<file path="src/rtl/aes_pkg.sv">
// Shared AES output-path definitions: block/word widths, words-per-block helper and
// the serializer state type.
package aes_pkg;

  localparam int unsigned AES_BLK_W  = 128;
  localparam int unsigned AES_WORD_W = 32;

  function automatic int unsigned calc_wpb(input int unsigned data_w, input int unsigned out_w);
    return data_w / out_w;
  endfunction

  typedef enum logic {
    IDLE,
    SEND
  } out_state_t;

endpackage

</file>
<file path="src/rtl/aes_blk_fifo.sv">
// Register-array block FIFO with level and full/empty flags. The caller guarantees a push at
// full only together with a pop.
module aes_blk_fifo #(
  parameter int unsigned WIDTH = 128,
  parameter int unsigned DEPTH = 4
) (
  input  logic                     clk,
  input  logic                     reset,
  input  logic                     push,
  input  logic                     pop,
  input  logic [WIDTH-1:0]         wdata,
  output logic [WIDTH-1:0]         rdata,
  output logic [$clog2(DEPTH):0]   level,
  output logic                     full,
  output logic                     empty
);

  localparam int unsigned PTR_W = $clog2(DEPTH);
  localparam int unsigned LVL_W = PTR_W + 1;

  logic [WIDTH-1:0] mem_q [DEPTH];
  logic [PTR_W-1:0] wr_ptr_q, rd_ptr_q;
  logic [LVL_W-1:0] level_q;

  // Storage needs no reset; the head is only observed while the level is non-zero.
  always_ff @(posedge clk) begin
    if (push) begin
      mem_q[wr_ptr_q] <= wdata;
    end
  end

  always_ff @(posedge clk or negedge reset) begin
    if (!reset) begin
      wr_ptr_q <= '0;
      rd_ptr_q <= '0;
      level_q  <= '0;
    end else begin
      if (push) wr_ptr_q <= wr_ptr_q + PTR_W'(1);
      if (pop)  rd_ptr_q <= rd_ptr_q + PTR_W'(1);
      case ({push, pop})
        2'b10:   level_q <= level_q + LVL_W'(1);
        2'b01:   level_q <= level_q - LVL_W'(1);
        default: level_q <= level_q;
      endcase
    end
  end

  assign rdata = mem_q[rd_ptr_q];
  assign level = level_q;
  assign full  = (level_q == LVL_W'(DEPTH));
  assign empty = (level_q == '0);

endmodule

</file>
<file path="src/rtl/aes_out_serializer.sv">
// Buffers AES ciphertext blocks and streams them MS word first over valid/ready.
// Optional macro AES_OUT_DROP_CNT_EN adds a saturating 16-bit drop_count output.
module aes_out_serializer
  import aes_pkg::*;
#(
  parameter int unsigned DATA_W     = AES_BLK_W,
  parameter int unsigned OUT_W      = AES_WORD_W,
  parameter int unsigned FIFO_DEPTH = 4
) (
  input  logic                          clk,
  input  logic                          reset,
  input  logic                          in_valid,
  input  logic [DATA_W-1:0]             in_data,
  output logic                          out_valid,
  input  logic                          out_ready,
  output logic [OUT_W-1:0]              out_data,
  output logic                          out_last,
  output logic [$clog2(FIFO_DEPTH):0]   fifo_level,
  output logic                          overflow
`ifdef AES_OUT_DROP_CNT_EN
  ,
  output logic [15:0]                   drop_count
`endif
);

  localparam int unsigned WPB   = calc_wpb(DATA_W, OUT_W);
  localparam int unsigned IDX_W = (WPB > 1) ? $clog2(WPB) : 1;
  localparam int unsigned LVL_W = $clog2(FIFO_DEPTH) + 1;
  localparam logic [IDX_W-1:0] LAST_IDX = IDX_W'(WPB - 1);

  out_state_t        state_q, state_d;
  logic [IDX_W-1:0]  word_idx_q, word_idx_d;
  logic [DATA_W-1:0] head;
  logic              full, empty;
  logic              xfer, pop, push, drop;
  logic              overflow_q;

  assign out_valid = (state_q == SEND);
  assign out_last  = out_valid && (word_idx_q == LAST_IDX);
  assign xfer      = out_valid && out_ready;
  assign pop       = xfer && out_last && !empty;
  // A full FIFO still accepts a block when its head leaves in the same cycle.
  assign push      = in_valid && (!full || pop);
  assign drop      = in_valid && full && !pop;

  aes_blk_fifo #(
    .WIDTH (DATA_W),
    .DEPTH (FIFO_DEPTH)
  ) u_fifo (
    .clk   (clk),
    .reset (reset),
    .push  (push),
    .pop   (pop),
    .wdata (in_data),
    .rdata (head),
    .level (fifo_level),
    .full  (full),
    .empty (empty)
  );

  always_comb begin
    out_data = '0;
    for (int k = 0; k < int'(WPB); k++) begin
      if (out_valid && (word_idx_q == IDX_W'(k))) begin
        out_data = head[DATA_W-1-k*OUT_W -: OUT_W];
      end
    end
  end

  always_comb begin
    state_d    = state_q;
    word_idx_d = word_idx_q;
    if (xfer) begin
      word_idx_d = out_last ? '0 : word_idx_q + IDX_W'(1);
    end
    case (state_q)
      IDLE: begin
        if (push) state_d = SEND;
      end
      SEND: begin
        if (pop && !push && (fifo_level == LVL_W'(1))) state_d = IDLE;
      end
      default: state_d = IDLE;
    endcase
  end

  always_ff @(posedge clk or negedge reset) begin
    if (!reset) begin
      state_q    <= IDLE;
      word_idx_q <= '0;
      overflow_q <= 1'b0;
    end else begin
      state_q    <= state_d;
      word_idx_q <= word_idx_d;
      if (drop) overflow_q <= 1'b1;
    end
  end

  assign overflow = overflow_q;

`ifdef AES_OUT_DROP_CNT_EN
  logic [15:0] drop_cnt_q;

  always_ff @(posedge clk or negedge reset) begin
    if (!reset) begin
      drop_cnt_q <= '0;
    end else if (drop && (drop_cnt_q != 16'hFFFF)) begin
      drop_cnt_q <= drop_cnt_q + 16'd1;
    end
  end

  assign drop_count = drop_cnt_q;
`endif

endmodule

</file>
<file path="config.mk">
export PLATFORM = sky130hd
export DESIGN_NAME = aes_out_serializer
export DESIGN_NICKNAME = d
export VERILOG_FILES = /design/src/rtl/aes_pkg.sv /design/src/rtl/aes_blk_fifo.sv /design/src/rtl/aes_out_serializer.sv
export SDC_FILE = /design/constraint.sdc
export NUM_CORES = 1
export LEC_CHECK = 0
export CORE_UTILIZATION = 52
export CTS_CLUSTER_DIAMETER = 60
export DETAILED_ROUTE_END_ITERATION = 10
export PLACE_DENSITY = 0.76
export SLEW_MARGIN = 20
export SYNTH_ARGS = -nofsm -noshare
export SYNTH_HDL_FRONTEND = slang
export SYNTH_SLANG_ARGS = --single-unit
</file>
<file path="constraint.sdc">
create_clock -name clk -period 4.4 [get_ports clk]
set_input_delay 1.32 -clock clk [delete_from_list [all_inputs] [get_ports clk]]
set_output_delay 1.32 -clock clk [all_outputs]
set_load 0.02 [all_outputs]
</file>
# == After elaboration in Yosys (flattened, before gate mapping) ==
# Memory sizes are Yosys's and may differ from the RTL's.
# Index checks and enable logic that the tools add are counted.
# totals
ff_bits,11
ram_bits,512
inputBits,132
output_inout_bits,38
wordCells,50
mem_count,1
# op_classes
add_sub_neg,5
n_eq_ne,7
mux,10
bitwise_logic,1
n_reduce_logical,20
# mem_list
name,depth,word_bits,read_ports,rd_clocked_by_memory_dff,wr,line,text
u_fifo.mem_q,4,128,1,0,1,aes_blk_fifo.sv:21,logic [WIDTH-1:0] mem_q [DEPTH];
# ops
op,n
$mux W32,4
$logic_and A1 B1 Y1,12
$add A2 B1 Y2 const B,3
$eq A2 B2 Y1 const B,3
$pmux W3 S2,1
$eq A2 B1 Y1 const B,2
$logic_not A1 Y1,4
$add A3 B1 Y3 const B,1
$eq A3 B1 Y1 const B,1
$eq A3 B3 Y1 const B,1
$logic_not A3 Y1,1
$mux W1,3
$sub A3 B1 Y3 const B,1
$logic_not A2 Y1,1
$mux W2,1
$pmux W1 S2,1
$reduce_bool A2 Y1,1
$logic_or A1 B1 Y1,1
$not A1 Y1,1

# == Logic depth before layout (Yosys ltp) ==
# Gate-level depths: netlist of run 1.
# logic_depth
ltp_word,11
mapped_depth,9
depth_no_buf,9

# == By module ==
# Synthesis of run 1 repeated with hierarchy kept, for this count alone.
# hier_totals
cells_unflattened,882
area_unflattened_um2,20171.8
# modules_own_cells
mod,instances,cells_each,area_each_um2,seq_area_each_um2
aes_blk_fifo,1,706,18865.6,15549.9
aes_out_serializer,1,176,1306.3,100.1

# == Worst setup path before layout of run 1 ==
# Ideal clock, no wire load.
# synth_timing
kind,input-to-reg
start,input out_ready
end,memory u_fifo.mem_q[2][0] (enable)
setup_ns,0.503
arrival_time_ns,4.588
t_required_ns,3.897
setup_slack_ns,-0.692
path_stages,3
path_buffers,0
cell_sequence,nand3_1 -> nand3_1 -> and3_1
# synth_between
elab_chain_cells,7
# synth_lines
element,line,text
start: declaration,aes_out_serializer.sv:15,"input logic out_ready,"
$logic_and A1 B1 Y1,aes_out_serializer.sv:40,assign xfer = out_valid && out_ready;
$logic_and A1 B1 Y1 (2 in a row),aes_out_serializer.sv:41,assign pop = xfer && out_last && !empty;
$logic_or A1 B1 Y1,aes_out_serializer.sv:43,assign push = in_valid && (!full || pop);
$logic_and A1 B1 Y1,aes_out_serializer.sv:43,
$mux W1,aes_blk_fifo.sv:27,if (push) begin
$mux W1 (implied by the code),aes_blk_fifo.sv:28,mem_q[wr_ptr_q] <= wdata;
end: declaration,aes_blk_fifo.sv:21,
# No other way between the ends.

# == Worst setup path in the final report of run 1 ==
# layout_timing
start,register word_idx_q[1]
end,output out_data[27]
# layout_between
elab_chain_cells,6
word_cells_on_any_way,12
cone_classes,eq/ne (3); mux (4); reduce/logical (5)
# layout_lines
element,line,text
start: declaration,aes_out_serializer.sv:32,"logic [IDX_W-1:0] word_idx_q, word_idx_d;"
start signal: assignment,aes_out_serializer.sv:94,word_idx_q <= word_idx_d;
$logic_not A2 Y1,aes_out_serializer.sv:64,if (out_valid && (word_idx_q == IDX_W'(k))) begin
$logic_and A1 B1 Y1,aes_out_serializer.sv:64,
$mux W32 (3 in a row),aes_out_serializer.sv:64,
$mux W32 *,aes_out_serializer.sv:64,
end: declaration,aes_out_serializer.sv:16,"output logic [OUT_W-1:0] out_data,"
# Mark *: on every way between the ends. The rest lies on a longest branch, timed or not.

==> metrics.txt, run 1 <==
Tcrit/Tclk final 97.4%; crit path cell chain inv_1, ha_1, nand4b_1, buf_6, o22ai_1, nor3_1, a21oi_1, clkdlybuf4s50_1; final RePlAce weighted congestion 0.765; FMAX 233 MHz; share of cells above drive strength 1 18.5%; mux share of post-synthesis cell area 13.6%; Final Non-Filler Cells 1836; number of global-route vias before repair 11000; Power Dens Cells 707 nW/um2; fin area 24700 um2; post-synthesis xor/xnor area fraction 0.215%; Reg2Reg Setup Slack 2.03 ns; hold path depth 1; multi-input logic area 4370 um2; DRC 0; RSZ-0062 raised after global routing yes; count of state elements after synthesis 523; Mapped Area 20400 um2; Async SR Flop Fraction 2.10%; worst skew pair latency 0.57 ns; Critical Path Fanout Max 31; Worst setup EP type output pin; setup violators final 0; synth unique cells 40; main combinational cell family by area after synthesis multiplexers; hold endpoint overflow; clk sink count 523; Power Total 17.5 mW; drt pass-1 iters 5; grt ovf 0; sequential fraction of the synthesis area 76.9%; Die ar. 40000 um2; critical path launch point type register; worst endpoint required time 3.08 ns; worst-margin pin slew 0.606 ns; starting density of the core 52.7%; cell family with most CP delay buffers and inverters; max_cap viols 0; cell leakage power 8.39 nW; number of buffers created by CTS 51; Synth Area in Simple Gates 2.11%; FP Rows 72; Top Ports 170; cell accounting for the most synthesized area edfxtp_1; cts-stage hold buffer count 0; global-route wire length before repair 65.9 mm; dpl hpwl 25.7 mm; per-cell routed wire length 24.2 um; Hold WC Path Type reg -> reg; peak supply drop 0.439 mV; Critical Path Max Stage Delay 0.63 ns; Top FF cell, synth edfxtp_1; Mean Syn Cell Area 19.2 um2; run status completed; GRT Total Usage 22.7%; Routed WL 44.4 mm; reg2reg start word_idx_q[0]; synth top area cells edfxtp_1, mux2i_1, mux2_2; largest net degree at the start of global routing 65; Buf+Inv Stages, Crit Path 3; Reg-to-Reg End u_fifo.mem_q[3][88]; Setup TNS Final 0 ns; CTS tree built; clock-pin transition on the worst setup and hold timing paths 0.06 ns; min cycle time layout 4.29 ns; Synth Area in Compound Gates 4.39%; Initial DRC Count 704; port bufs 169; post-synth top area share 75.5%; Fillers 2605; routed via count 10600; dpl cell area 22900 um2; Die X-Extent 200 um; Hold WS 0.487 ns; DR vias/cell 5.79; critical path class reg -> out; Bufs on Longest Clock Path 3; Final Hold Viols 0; post-route ant nets 0; worst reg2reg path depth 5; crit path DAT 2.97 ns; Nets 1418; Post-Syn Nets 1205; core box area 38600 um2; Post-Syn Instances 1059; slew margin rel. 59.6%; Yosys warnings 0; Hold Path Origin overflow; slowest CP cell clkdlybuf4s50_1; register area 15700 um2; Fin Clk Skew 0.0120 ns; EDFF count, synth 512; initial antenna violation count 9; H-tree depth 2; Final Slew Violations 0; die height 200 um; area grow syn2layout 21.3%; CTS root buffer clkbuf_16; Post-Synth Adder-Cell Area 0.860%; Placed Instances 1726
how the worst max path moves through the flow:
stage / startpoint / endpoint / slack (ns) / depth (start not counted)
2_1_floorplan: out_ready / u_fifo.mem_q[0][0] / 0.77 / 3
3_3_place_gp: u_fifo.rd_ptr_q[0] / out_data[30] / 0.51 / 6
4_1_cts: word_idx_q[0] / out_data[14] / 0.02 / 7
3_5_place_dp: word_idx_q[1] / out_data[9] / 0.50 / 9
6_report: word_idx_q[1] / out_data[27] / 0.11 / 8
5_1_grt: word_idx_q[1] / out_data[7] / -0.02 / 8
area by class of cell:
cell class              instances  area share, %
diodes                          5         0.0507
clock buffers                  61           5.40
clock inverters                33           1.10
inverters                      10          0.162
multi-input cells             469           17.7
flip-flops and latches        523           63.4
well taps                     518           2.62
repair buffers                217           9.55
kinds of logic (layout without fill, tap and decap cells):
logic type / Yosys count / in the layout
compound gates: 136 / 136
xor+xnor: 5 / 5
fa+ha+maj: 14 / 14
buf+inv: 67 / 321
flops: 523 / 523
mux: 227 / 227
other cells: 0 / 5
simple gates: 87 / 87
what timing repair did:
item / 4_1_cts / 5_1_grt
gates cloned: 2 / 0
gates resized for setup: 9 / 12
endpoints found under the setup margin: 15 / 24
buffers inserted: 3 / 6
where the power goes:
group / internal, mW / switching, mW / leakage [nW]
combinational: 2.77 / 3.60 / 2.79
clock: 2.40 / 1.79 / 0.791
sequential: 6.58 / 0.332 / 4.81
total: 11.7 / 5.72 / 8.39
cells in the final DEF (no fill, tap or decap), types with 2 or more instances in the layout:
cell type        Yosys  layout
clkbuf_8             0       2
inv_1                8       8
edfxtp_1           512     512
o22ai_2              0       2
clkbuf_16            0      51
dfrtp_1             11       9
clkinv_1             0       9
ha_1                14      13
nand3_2              1       2
dlygate4sd2_1        0       2
diode_2              0       5
o221ai_1            31      31
clkbuf_1             5       8
nor3_1              32      32
o21ai_0              3       3
dfrtp_4              0       2
clkinv_2             0      14
bufbuf_16            0       2
nor2_1               2       2
bufinv_16            0       4
nand3_1              5       3
xnor2_1              4       4
buf_12               0      15
clkinv_4             0       2
nand2_1             35      35
mux4_2              33      33
clkinvlp_4           0       3
o22ai_1             63      61
dlymetal6s2s_1       0       7
buf_6                9       4
clkdlybuf4s50_1      0     160
mux2i_1            128     128
mux2_2              66      66
and3_4               0       4
buf_4                6      25
a21oi_1             33      32
buf_16               0       2
metal layers:
metal  wire, um  share of wire [%]  track usage [%]
met1      18400                 41             29.9
met2      21900                 49             37.6
met3       2970                6.7             4.96
met4       1110                2.5             7.63
met5         66               0.15                0
stage by stage:
stage          worst slack [ns]  util, %
2_1_floorplan             0.771        -
3_3_place_gp              0.509     59.1
3_5_place_dp              0.501     59.1
4_1_cts                  0.0247     63.6
5_1_grt                 -0.0175     63.9
6_report                  0.112     63.9
worst reg2reg max path, stage by stage (launching register included):
cell	delay [ns]
dfrtp_1	0.42
ha_1	0.27
nand3_1	0.18
nand3_1	0.23
and3_4	0.58
buf_4	0.39
registers in the layout (all words and copies together) (netlist names):
name             flops
u_fifo.rd_ptr_q      2
u_fifo.wr_ptr_q      2
overflow             1
u_fifo.mem_q       512
u_fifo.level         3
out_valid            1
word_idx_q           2
synth_stat cells (5+ instances only):
cell and n:
o22ai_1 63, mux2_2 66, inv_1 8, mux2i_1 128, ha_1 14, nand3_1 5, buf_6 9, nor3_1 32
dfrtp_1 11, buf_4 6, edfxtp_1 512, o221ai_1 31, buf_2 31, nand2_1 35, clkbuf_1 5, mux4_2 33
a21oi_1 33
No activity file was read; power rests on OpenSTA's default activity.
==> inputs of run 2 (changes only) <==
--- a/config.mk
+++ b/config.mk
@@ -12,4 +12,5 @@
 export SLEW_MARGIN = 20
 export SYNTH_ARGS = -nofsm -noshare
 export SYNTH_HDL_FRONTEND = slang
+export SYNTH_HIERARCHICAL = 1
 export SYNTH_SLANG_ARGS = --single-unit
==> metrics.txt, run 2 <==
run status completed; min cycle time layout 4.29 ns; critical path launch point type register; Top FF cell, synth edfxtp_1; CTS tree built; Worst setup EP type output pin; setup violators final 0; synth unique cells 30; Mean Syn Cell Area 22.9 um2; area grow syn2layout 21.7%; Final Slew Violations 0; sw frac 30.9%; Critical Path Max Stage Delay 0.55 ns; Async SR Flop Fraction 2.10%; Internal Power 11.8 mW; max_cap viols 0; Nets 1247; post-route ant nets 0; H-tree depth 2; Largest register FFs 512; grt ovf 0; most common cell in the netlist edfxtp_1; number of buffers created by CTS 51; Hold WC Path Type reg -> reg; crit path DAT 2.97 ns; slew margin rel. 60.2%; dpl hpwl 25.2 mm; Final Non-Filler Cells 1656; RSZ-0062 raised after global routing yes; sw power 5.28 mW; Power Dens Cells 696 nW/um2; global-route wire length before repair 61.9 mm; clock-pin transition on the worst setup and hold timing paths 0.06 ns; Top Ports 170; final RePlAce weighted congestion 0.749; Bufs on Longest Clock Path 3; worst-margin pin slew 0.595 ns; Commonest cells post-synth edfxtp_1, mux4_2, o21ai_1; worst skew pair latency 0.59 ns; Hold WS 0.480 ns; post-route setup slack 0.108 ns; dpl cell area 22800 um2; Seq pwr share 40.1%; Critical Path Fanout Max 10; Mapped Area 20200 um2; post-synth top area share 76.2%; cell leakage power 8.04 nW; port bufs 169; fin area 24500 um2; FMAX 233 MHz; per-cell routed wire length 24.7 um; core box area 37900 um2; count of state elements after synthesis 523; peak supply drop 0.630 mV; Die X-Extent 199 um; largest net degree at the start of global routing 50; slowest CP cell dfrtp_4; crit path cell chain buf_4, mux4_2, a221oi_2, o21ai_1, clkdlybuf4s50_1; starting density of the core 53.2%; initial antenna violation count 9; GRT Total Usage 21.6%; cts-stage hold buffer count 0; Largest Register u_fifo/mem_q; sequential fraction of the synthesis area 77.6%; Die ar. 39600 um2; Post-Syn Instances 882; worst endpoint required time 3.08 ns; Yosys warnings 6; cell accounting for the most synthesized area edfxtp_1; Routed WL 40.9 mm; CTS root buffer clkbuf_16; clock group share of total power 24.0%; number of global-route vias before repair 10400; share of cells above drive strength 1 25.3%; synth top area cells edfxtp_1, mux4_2, a221oi_2; Fin Clk Skew 0.0147 ns; Fillers 2481; Final Hold Viols 0; FP Rows 71; clk sink count 523; DR vias/cell 5.76; Post-Syn Nets 1024; Initial DRC Count 587; EDFF count, synth 512; critical path class reg -> out; Placed Instances 1559; routed via count 9536; Power Total 17.1 mW; Tcrit/Tclk final 97.6%; commonest non-fill, non-tap cells in the layout edfxtp_1, clkdlybuf4s50_1, mux4_2, clkbuf_16, o21ai_1; die height 199 um; most common library cell in the layout ignoring fill and taps edfxtp_1; Gate power share 35.9%; drt pass-1 iters 4; dpl ws 0.461 ns; DRC 0
-- run 2: cell count changes after synthesis, moves of 6 or more --
cell	delta
a21oi_1	-32
a221oi_2	+30
buf_6	+6
mux2_2	-65
mux2i_1	-128
mux4_2	+95
nor3_1	-30
o21ai_0	+23
o21ai_1	+42
o221ai_1	-31
o22ai_1	-63
-- run 2: cells by family (layout without fill, tap and decap cells) --
kind of cell	after synthesis	after routing	share of synthesized area, %
AOI/OAI and AO/OA	103	103	4.11
xor gates and xnor gates	6	6	0.261
adders and majority gates	10	10	0.658
buffers and inverters	62	323	1.94
DFF	523	523	77.6
muxes	129	129	14.3
other	0	2	0
and+or+nand+nor	49	49	1.10
-- run 2: worst paths after layout --
kind                            slack [ns]                 end          startpoint  depth (start not counted)
worst min register to register        0.48            overflow            overflow                          1
max in group asynchronous             2.84  u_fifo/rd_ptr_q[0]               reset                          1
worst min-delay path                  0.48            overflow            overflow                          1
worst max-delay path                  0.11        out_data[17]  u_fifo/rd_ptr_q[0]                          5
min in group asynchronous             1.12           out_valid               reset                          1
worst max register to register        1.96     u_fifo/level[2]       word_idx_q[0]                         12
-- run 2: metrics by stage --
step	utilization (%)	TNS, ns
2_1_floorplan	-	0
3_3_place_gp	60.2	0
3_5_place_dp	60.2	0
4_1_cts	64.6	0
5_1_grt	64.7	-0.0290
6_report	64.7	0
-- run 2: worst max-delay path, delay by kind of cell, from the launching register on --
family | cells | cell delay [ns]
mux | 1 | 0.54
buf+inv | 2 | 0.84
flops | 1 | 0.55
compound gates | 2 | 0.45
-- run 2: routing by layer --
layer	routed length, um	GRT usage [%]	part of all wire, %
met4	844	6.13	2.1
met2	21200	36.8	52
met5	86	0	0.21
met3	3030	5.73	7.4
met1	15700	27.4	38
-- run 2: power groups by stage --
stage | logic, mW | clock network (mW) | registers (mW)
after floorplan | 3.91 | 0 | 6.88
after global placement | 6.03 | 0 | 6.93
after detailed placement | 6.09 | 0 | 7.00
after CTS | 6.29 | 4.18 | 6.86
after global routing | 6.56 | 4.38 | 6.92
final | 6.13 | 4.09 | 6.85
-- run 2: what timing repair did --
item / 4_1_cts / 5_1_grt
buffers inserted: 4 / 0
endpoints found under the setup margin: 25 / 19
resized for setup: 6 / 18
-- run 2: layout make-up --
cell class | instances | area (um2) | area share (%)
sequential | 523 | 15700 | 63.8
multi-input combinational | 297 | 4160 | 17.0
timing repair buffer | 221 | 2470 | 10.1
clock buffer | 63 | 1320 | 5.38
tap | 511 | 639 | 2.61
clock inverter | 28 | 246 | 1.00
inverter | 11 | 41.3 | 0.168
antenna | 2 | 5.00 | 0.0204
==> inputs of run 3 (changes only) <==
--- a/config.mk
+++ b/config.mk
@@ -9,7 +9,6 @@
 export CTS_CLUSTER_DIAMETER = 60
 export DETAILED_ROUTE_END_ITERATION = 10
 export PLACE_DENSITY = 0.76
-export SLEW_MARGIN = 20
 export SYNTH_ARGS = -nofsm -noshare
 export SYNTH_HDL_FRONTEND = slang
 export SYNTH_HIERARCHICAL = 1
==> results of run 3 <==
The final DEF is identical to that of run 2; final timing and power are the same.
